==> src/rtl/maze_gen_pkg.sv <==
// Shared constants, encodings and helpers for the maze generator.
package maze_pkg;

    // Level select encodings; 2'b11 is folded onto HARD on entry.
    typedef enum logic [1:0] {
        EASY   = 2'b00,
        NORMAL = 2'b01,
        HARD   = 2'b10
    } level_e;

    typedef enum logic [1:0] {
        ST_IDLE  = 2'b00,
        ST_CLEAR = 2'b01,
        ST_CARVE = 2'b10,
        ST_DONE  = 2'b11
    } state_e;

    localparam int unsigned MAP_W    = 40;
    localparam int unsigned MAP_H    = 30;
    localparam int unsigned MAP_BITS = MAP_W * MAP_H;

    // Active area per level
    localparam logic [5:0] EASY_W   = 6'd16;
    localparam logic [4:0] EASY_H   = 5'd12;
    localparam logic [5:0] NORMAL_W = 6'd32;
    localparam logic [4:0] NORMAL_H = 5'd24;
    localparam logic [5:0] HARD_W   = 6'd40;
    localparam logic [4:0] HARD_H   = 5'd30;

    // Last cell row/column per level (goal cell)
    localparam logic [4:0] EASY_RL   = 5'd9;
    localparam logic [5:0] EASY_CL   = 6'd13;
    localparam logic [4:0] NORMAL_RL = 5'd21;
    localparam logic [5:0] NORMAL_CL = 6'd29;
    localparam logic [4:0] HARD_RL   = 5'd27;
    localparam logic [5:0] HARD_CL   = 6'd37;

    function automatic level_e level_norm(input logic [1:0] raw);
        return (raw == 2'b11) ? HARD : level_e'(raw);
    endfunction

    function automatic logic [5:0] level_w(input level_e lv);
        case (lv)
            EASY:    return EASY_W;
            NORMAL:  return NORMAL_W;
            default: return HARD_W;
        endcase
    endfunction

    function automatic logic [4:0] level_h(input level_e lv);
        case (lv)
            EASY:    return EASY_H;
            NORMAL:  return NORMAL_H;
            default: return HARD_H;
        endcase
    endfunction

    function automatic logic [4:0] level_rl(input level_e lv);
        case (lv)
            EASY:    return EASY_RL;
            NORMAL:  return NORMAL_RL;
            default: return HARD_RL;
        endcase
    endfunction

    function automatic logic [5:0] level_cl(input level_e lv);
        case (lv)
            EASY:    return EASY_CL;
            NORMAL:  return NORMAL_CL;
            default: return HARD_CL;
        endcase
    endfunction

    // Flat bitmap index: row*40+col
    function automatic logic [10:0] bit_idx(input logic [4:0] row, input logic [5:0] col);
        return 11'(row) * 11'(MAP_W) + 11'(col);
    endfunction

endpackage

==> src/rtl/maze_gen_lfsr16.sv <==
// 16-bit Fibonacci LFSR, taps 16,14,13,11; shifts left, feedback into bit 0.
module lfsr16 #(
    parameter logic [15:0] RESET_VAL = 16'hACE1
) (
    input  logic        i_Clk,
    input  logic        i_Rst,
    input  logic        i_Load,
    input  logic [15:0] i_Seed,
    input  logic        i_Step,
    output logic [15:0] o_State
);

    logic feedback;

    assign feedback = o_State[15] ^ o_State[13] ^ o_State[12] ^ o_State[10];

    // Load has priority over stepping
    always_ff @(posedge i_Clk or negedge i_Rst) begin
        if (!i_Rst) begin
            o_State <= RESET_VAL;
        end else if (i_Load) begin
            o_State <= i_Seed;
        end else if (i_Step) begin
            o_State <= {o_State[14:0], feedback};
        end
    end

endmodule

==> src/rtl/maze_gen.sv <==
// Binary-tree maze generator: fills the wall bitmap for the selected level,
// then carves one cell per clock using an LFSR to choose north or east.
module maze_gen
    import maze_pkg::*;
#(
    parameter logic [15:0] SEED_DEFAULT = 16'hACE1
) (
    input  logic                i_Clk,
    input  logic                i_Rst,
    input  logic                i_Start,
    input  logic [1:0]          i_MazeLevel,
    input  logic [15:0]         i_Seed,
    output logic [MAP_BITS-1:0] o_MazeMap,
    output logic [1:0]          o_MazeLevel,
    output logic                o_Busy,
    output logic                o_Done,
    output logic [4:0]          o_GoalRow,
    output logic [5:0]          o_GoalCol
);

    state_e                state_q;
    state_e                state_d;
    level_e                level_q;
    logic [4:0]            row_q;
    logic [5:0]            col_q;
    logic [MAP_BITS-1:0]   mask;
    logic [15:0]           lfsr;
    logic                  start_ok;
    logic [15:0]           seed_eff;
    logic [4:0]            rl_cur;
    logic [5:0]            cl_cur;
    logic                  at_last;
    logic                  wall_en;
    logic [10:0]           cell_idx;
    logic [10:0]           wall_idx;

    assign start_ok = (state_q == ST_IDLE) && i_Start;
    assign seed_eff = (i_Seed == 16'h0000) ? SEED_DEFAULT : i_Seed;
    assign rl_cur   = level_rl(level_q);
    assign cl_cur   = level_cl(level_q);
    assign at_last  = (row_q == rl_cur) && (col_q == cl_cur);

    assign o_MazeLevel = level_q;

    lfsr16 #(
        .RESET_VAL(SEED_DEFAULT)
    ) u_lfsr (
        .i_Clk  (i_Clk),
        .i_Rst  (i_Rst),
        .i_Load (start_ok),
        .i_Seed (seed_eff),
        .i_Step (state_q == ST_CARVE),
        .o_State(lfsr)
    );

    // State register
    always_ff @(posedge i_Clk or negedge i_Rst) begin
        if (!i_Rst) begin
            state_q <= ST_IDLE;
        end else begin
            state_q <= state_d;
        end
    end

    // Next-state decode and status outputs
    always_comb begin
        state_d = state_q;
        o_Busy  = 1'b0;
        o_Done  = 1'b0;
        case (state_q)
            ST_IDLE: begin
                if (i_Start) begin
                    state_d = ST_CLEAR;
                end
            end
            ST_CLEAR: begin
                o_Busy  = 1'b1;
                state_d = ST_CARVE;
            end
            ST_CARVE: begin
                o_Busy = 1'b1;
                if (at_last) begin
                    state_d = ST_DONE;
                end
            end
            ST_DONE: begin
                o_Done  = 1'b1;
                state_d = ST_IDLE;
            end
            default: state_d = ST_IDLE;
        endcase
    end

    // Initial wall mask: every bit inside the active W x H area is a wall
    always_comb begin
        mask = '0;
        for (int unsigned r = 0; r < MAP_H; r++) begin
            for (int unsigned c = 0; c < MAP_W; c++) begin
                mask[11'(r * MAP_W + c)] = (r < 32'(level_h(level_q))) &&
                                           (c < 32'(level_w(level_q)));
            end
        end
    end

    // Carve targets: current cell plus the connecting wall (north or east)
    always_comb begin
        cell_idx = bit_idx(row_q, col_q);
        wall_idx = bit_idx(row_q, col_q + 6'd1);
        wall_en  = 1'b1;
        if (row_q == 5'd1) begin
            wall_en = (col_q != cl_cur);
        end else if (col_q == cl_cur) begin
            wall_idx = bit_idx(row_q - 5'd1, col_q);
        end else if (lfsr[0]) begin
            wall_idx = bit_idx(row_q - 5'd1, col_q);
        end
    end

    // Level/goal latch, cell pointer and bitmap updates
    always_ff @(posedge i_Clk or negedge i_Rst) begin
        if (!i_Rst) begin
            level_q   <= EASY;
            o_GoalRow <= '0;
            o_GoalCol <= '0;
            row_q     <= '0;
            col_q     <= '0;
            o_MazeMap <= '0;
        end else begin
            case (state_q)
                ST_IDLE: begin
                    if (i_Start) begin
                        level_q   <= level_norm(i_MazeLevel);
                        o_GoalRow <= level_rl(level_norm(i_MazeLevel));
                        o_GoalCol <= level_cl(level_norm(i_MazeLevel));
                    end
                end
                ST_CLEAR: begin
                    o_MazeMap <= mask;
                    row_q     <= 5'd1;
                    col_q     <= 6'd1;
                end
                ST_CARVE: begin
                    o_MazeMap[cell_idx] <= 1'b0;
                    if (wall_en) begin
                        o_MazeMap[wall_idx] <= 1'b0;
                    end
                    if (col_q == cl_cur) begin
                        col_q <= 6'd1;
                        row_q <= row_q + 5'd2;
                    end else begin
                        col_q <= col_q + 6'd2;
                    end
                end
                default: ;
            endcase
        end
    end

endmodule
==> config.mk <==
export PLATFORM = sky130hd
export DESIGN_NAME = maze_gen
export DESIGN_NICKNAME = d
export VERILOG_FILES = /design/src/rtl/maze_gen_pkg.sv /design/src/rtl/maze_gen_lfsr16.sv /design/src/rtl/maze_gen.sv
export SDC_FILE = /design/constraint.sdc
export NUM_CORES = 2
export LEC_CHECK = 0
export CORE_AREA = 2 2 487 489
export DETAILED_ROUTE_END_ITERATION = 16
export DIE_AREA = 0 0 489 491
export SLEW_MARGIN = 20
export SYNTH_ARGS = -nofsm -noshare
export SYNTH_HDL_FRONTEND = slang
export SYNTH_SLANG_ARGS = --single-unit
==> constraint.sdc <==
create_clock -name i_Clk -period 5.4 [get_ports i_Clk]
set_input_delay 0.54 -clock i_Clk [delete_from_list [all_inputs] [get_ports i_Clk]]
set_output_delay 0.54 -clock i_Clk [all_outputs]
set_load 0.005 [all_outputs]
==> metrics.md <==
| Metric | Value |
|---|---|
| Port Buf Inserts | 1,234 |
| Hold Crit Class | input pin to flop |
| Cell variety after synth | 90 |
| Cell row count | 178 |
| Die Width | 489 microns |
| First-iteration detailed-routing DRC count | 10,100 |
| Crit-path cells | inv_1, ha_1, nor3b_2, xnor2_1, inv_2, ha_1, fa_1, o211ai_1, nor3b_1, a211oi_1, a211oi_2, buf_4, a32oi_4, buf_12, nor2_1, o21ai_0 |
| Synth Flop Type | dfrtp_1 |
| Area added between synthesis and finish | 35.0% |
| CTS tree | built |
| Fraction of registers with async set or reset after synthesis | 100% |
| Num ports | 1,236 |
| Pwr Density | 740 mW/mm^2 |
| Post-Syn Area | 0.0647 sq mm |
| CP required | 6.09 ns |
| Cell mode on critical path | ha_1 |
| Sequential share of the synthesized area | 47.8% |
| Gr usage total | 34.2% |
| DRC | 0 |
| TNS Setup | 0 ns |
| # setup viols final | 0 |
| Initial antenna violation count | 29 |
| Routed len/inst | 36.7 microns |
| Final HPWL from detailed placement | 283 mm |
| Core footprint | 0.235 sq mm |
| Avg Cell Area, Syn | 8.67 sq um |
| Final worst-path cycle share | 89.7% |
| Fill count | 23,200 |
| Hold Fails Final Rpt | 0 |
| Wirelength, routed | 427 mm |
| Postcts setup bufs | 0 |
| Vias in the first global route | 68,100 |
| Syn Inst Count | 7,469 |
| Yosys warnings | 0 |
| Status | complete, no violations |
| Hold Buf Count CTS | 1 |
| Top cell type's share of synthesized area | 47.4% |
| Slew @ Worst Pin | 1.40 ns |
| Synth area leader | dfrtp_1 |
| Startpoint Class | flop |
| Worst vdd ir | 0.712 mV |
| Post-Syn Nets | 7,532 |
| Maxcap violations | 0 |
| Die height | 491 microns |
| Slowest stage cell on the critical path | fa_1 |
| Top post-synthesis cells by count | 1,439 x o21ai_0, 1,227 x dfrtp_1, 770 x nand2_1 |
| Kind of critical path | flop to flop |
| RSZ-0062 raised after global routing | no |
| Critical path arrival | 5.53 ns |
| Max Clk Rate | 206 MHz |
| Max Buffers Root-to-Sink | 3 |
| Max incr delay on CP | 0.57 ns |
| CP Capture Type | flop |
| Pre-Repair DR Iteration Count | 7 |
| Pleak | 0.0299 uW |
| Crit path time final | 4.84 ns |
| Die area | 0.240 sq mm |
| Htree depth | 4 |
| Final Max Tran Viols | 0 |
| CTS clk-pin slew, worst paths | 0.06 ns |
| Detailed-route vias per instance | 6.21 |
| Core Util, Final | 37.3% |
| Layout cells sized above 1 | 9.02% |
| Clock skew | 0.0530 ns |
| Gp weighted congestion | 0.912 |
| Root Buffer | clkbuf_16 |
| Post-CTS Resized | 0 |
| Global-route wire length before repair | 579 mm |
| Clock sink total | 1,235 |
| DRT antenna net count | 0 |
| GRT overflow | 0 |
| Final nets | 8,440 |
| Vias | 72,400 |
| CTS buffer count | 150 |
| Worst-path maximum fanout | 41 |
| Most frequent cell after synthesis | o21ai_0 |
| Synth Register Bits | 1,235 |
| Worst-Skew Late Latency | 0.85 ns |
| Synth area leaders | dfrtp_1 47%, o21ai_0 11%, o211ai_1 7.7%, o221ai_1 4.8%, nand2_1 4.5% |
| EDFF count, synth | 0 |
| Worst reg2reg setup slack | 0.56 ns |
| Initial core utilization | 27.6% |
| Pin count of the biggest net entering global routing | 229 |
| Relative slew margins | 6.42% |
worst paths after layout:
kind | endpoint | depth (start not counted) | from
worst max-delay path | o_MazeMap[758]$_DFFE_PN0P_ | 16 | row_q[0]$_DFFE_PN0P_
worst min-delay path | u_lfsr.o_State[15]$_DFFE_PN1P_ | 3 | i_Seed[15]
worst max register to register | o_MazeMap[758]$_DFFE_PN0P_ | 16 | row_q[0]$_DFFE_PN0P_
worst min register to register | o_GoalRow[4]$_DFFE_PN0P_ | 2 | o_GoalRow[4]$_DFFE_PN0P_
max in group asynchronous | o_MazeMap[701]$_DFFE_PN0P_ | 3 | i_Rst
min in group asynchronous | o_MazeMap[247]$_DFFE_PN0P_ | 2 | i_Rst
metal layers:
layer / GRT usage, % / vias up / part of all wire, %
li1: - / 29500 / -
met3: 11.1 / 1123 / 12
met5: 0 / - / 0.0082
met1: 42.8 / 36200 / 38
met2: 49.9 / 5595 / 43
met4: 22.7 / 4 / 7.9
layout by cell type, fill, tap and decap left out, drive strengths merged, types with 198 or more instances in the layout:
cell type | synthesis | final
o211ai | 667 | 667
clkbuf | 628 | 218
o221ai | 353 | 353
nor2 | 630 | 630
clkdlybuf4s50 | 0 | 1233
nand2 | 771 | 771
inv | 190 | 198
o22ai | 254 | 254
o21ai | 1641 | 1641
buf | 187 | 337
a21oi | 265 | 265
dfrtp | 1227 | 1227
sequential cells by signal (all words and copies together), names as in the netlist:
name	cells
state_q	2
u_lfsr.o_State	16
o_MazeMap	1200
col_q	6
row_q	5
o_GoalRow	5
o_GoalCol	1
metrics by stage:
stage	setup WS [ns]	std cells	instance area (sq um)	total power, uW	hold WS (ns)
after detailed placement	0.638	11400	82300	53000	0.483
after CTS	0.608	11600	87300	63900	0.220
after global placement	0.496	11400	82300	52100	0.475
after floorplan	0.909	7469	64700	33300	0.244
after global routing	0.253	11600	87400	67800	0.283
final	0.555	11700	87400	64700	0.284
worst max-delay path, delay by kind of cell, from the launching register on:
| family | cells | cell delay, ns |
|---|---|---|
| DFF | 1 | 0.45 |
| and+or+nand+nor | 3 | 0.89 |
| buffers and inverters | 4 | 0.68 |
| xor gates and xnor gates | 1 | 0.27 |
| adders and majority gates | 3 | 1.14 |
| AOI/OAI and AO/OA | 5 | 1.09 |
report_power, final:
part / internal (uW) / leakage, uW / total, uW / switching [uW]
combinational: 13900 / 0.0141 / 36700 / 22700
clock: 6100 / 0.00247 / 10700 / 4580
sequential: 13600 / 0.0133 / 17300 / 3740
total: 33600 / 0.0299 / 64700 / 31100
cell type report:
cell class,count,area (sq um),share of cell area (%)
Clock buffer,218,4380,5.01
Timing Repair Buffer,1571,16000,18.3
Inverter,190,721,0.824
Clock inverter,50,666,0.761
Multi-Input combinational cell,5229,30800,35.2
Sequential cell,1235,30900,35.4
Tap cell,3150,3940,4.51
Antenna cell,11,27.5,0.0315
logic make-up (layout without fill, tap and decap cells):
group | after synthesis | count (layout) | synth area share [%]
AOI/OAI and AO/OA | 3435 | 3435 | 33.4
muxes | 24 | 24 | 0.379
buffers and inverters | 1005 | 2029 | 6.20
xor gates and xnor gates | 29 | 29 | 0.435
adders and majority gates | 42 | 42 | 0.870
and+or+nand+nor | 1698 | 1698 | 11.0
other | 1 | 12 | 0.00579
DFF | 1235 | 1235 | 47.8
No activity file was read; power rests on OpenSTA's default activity.
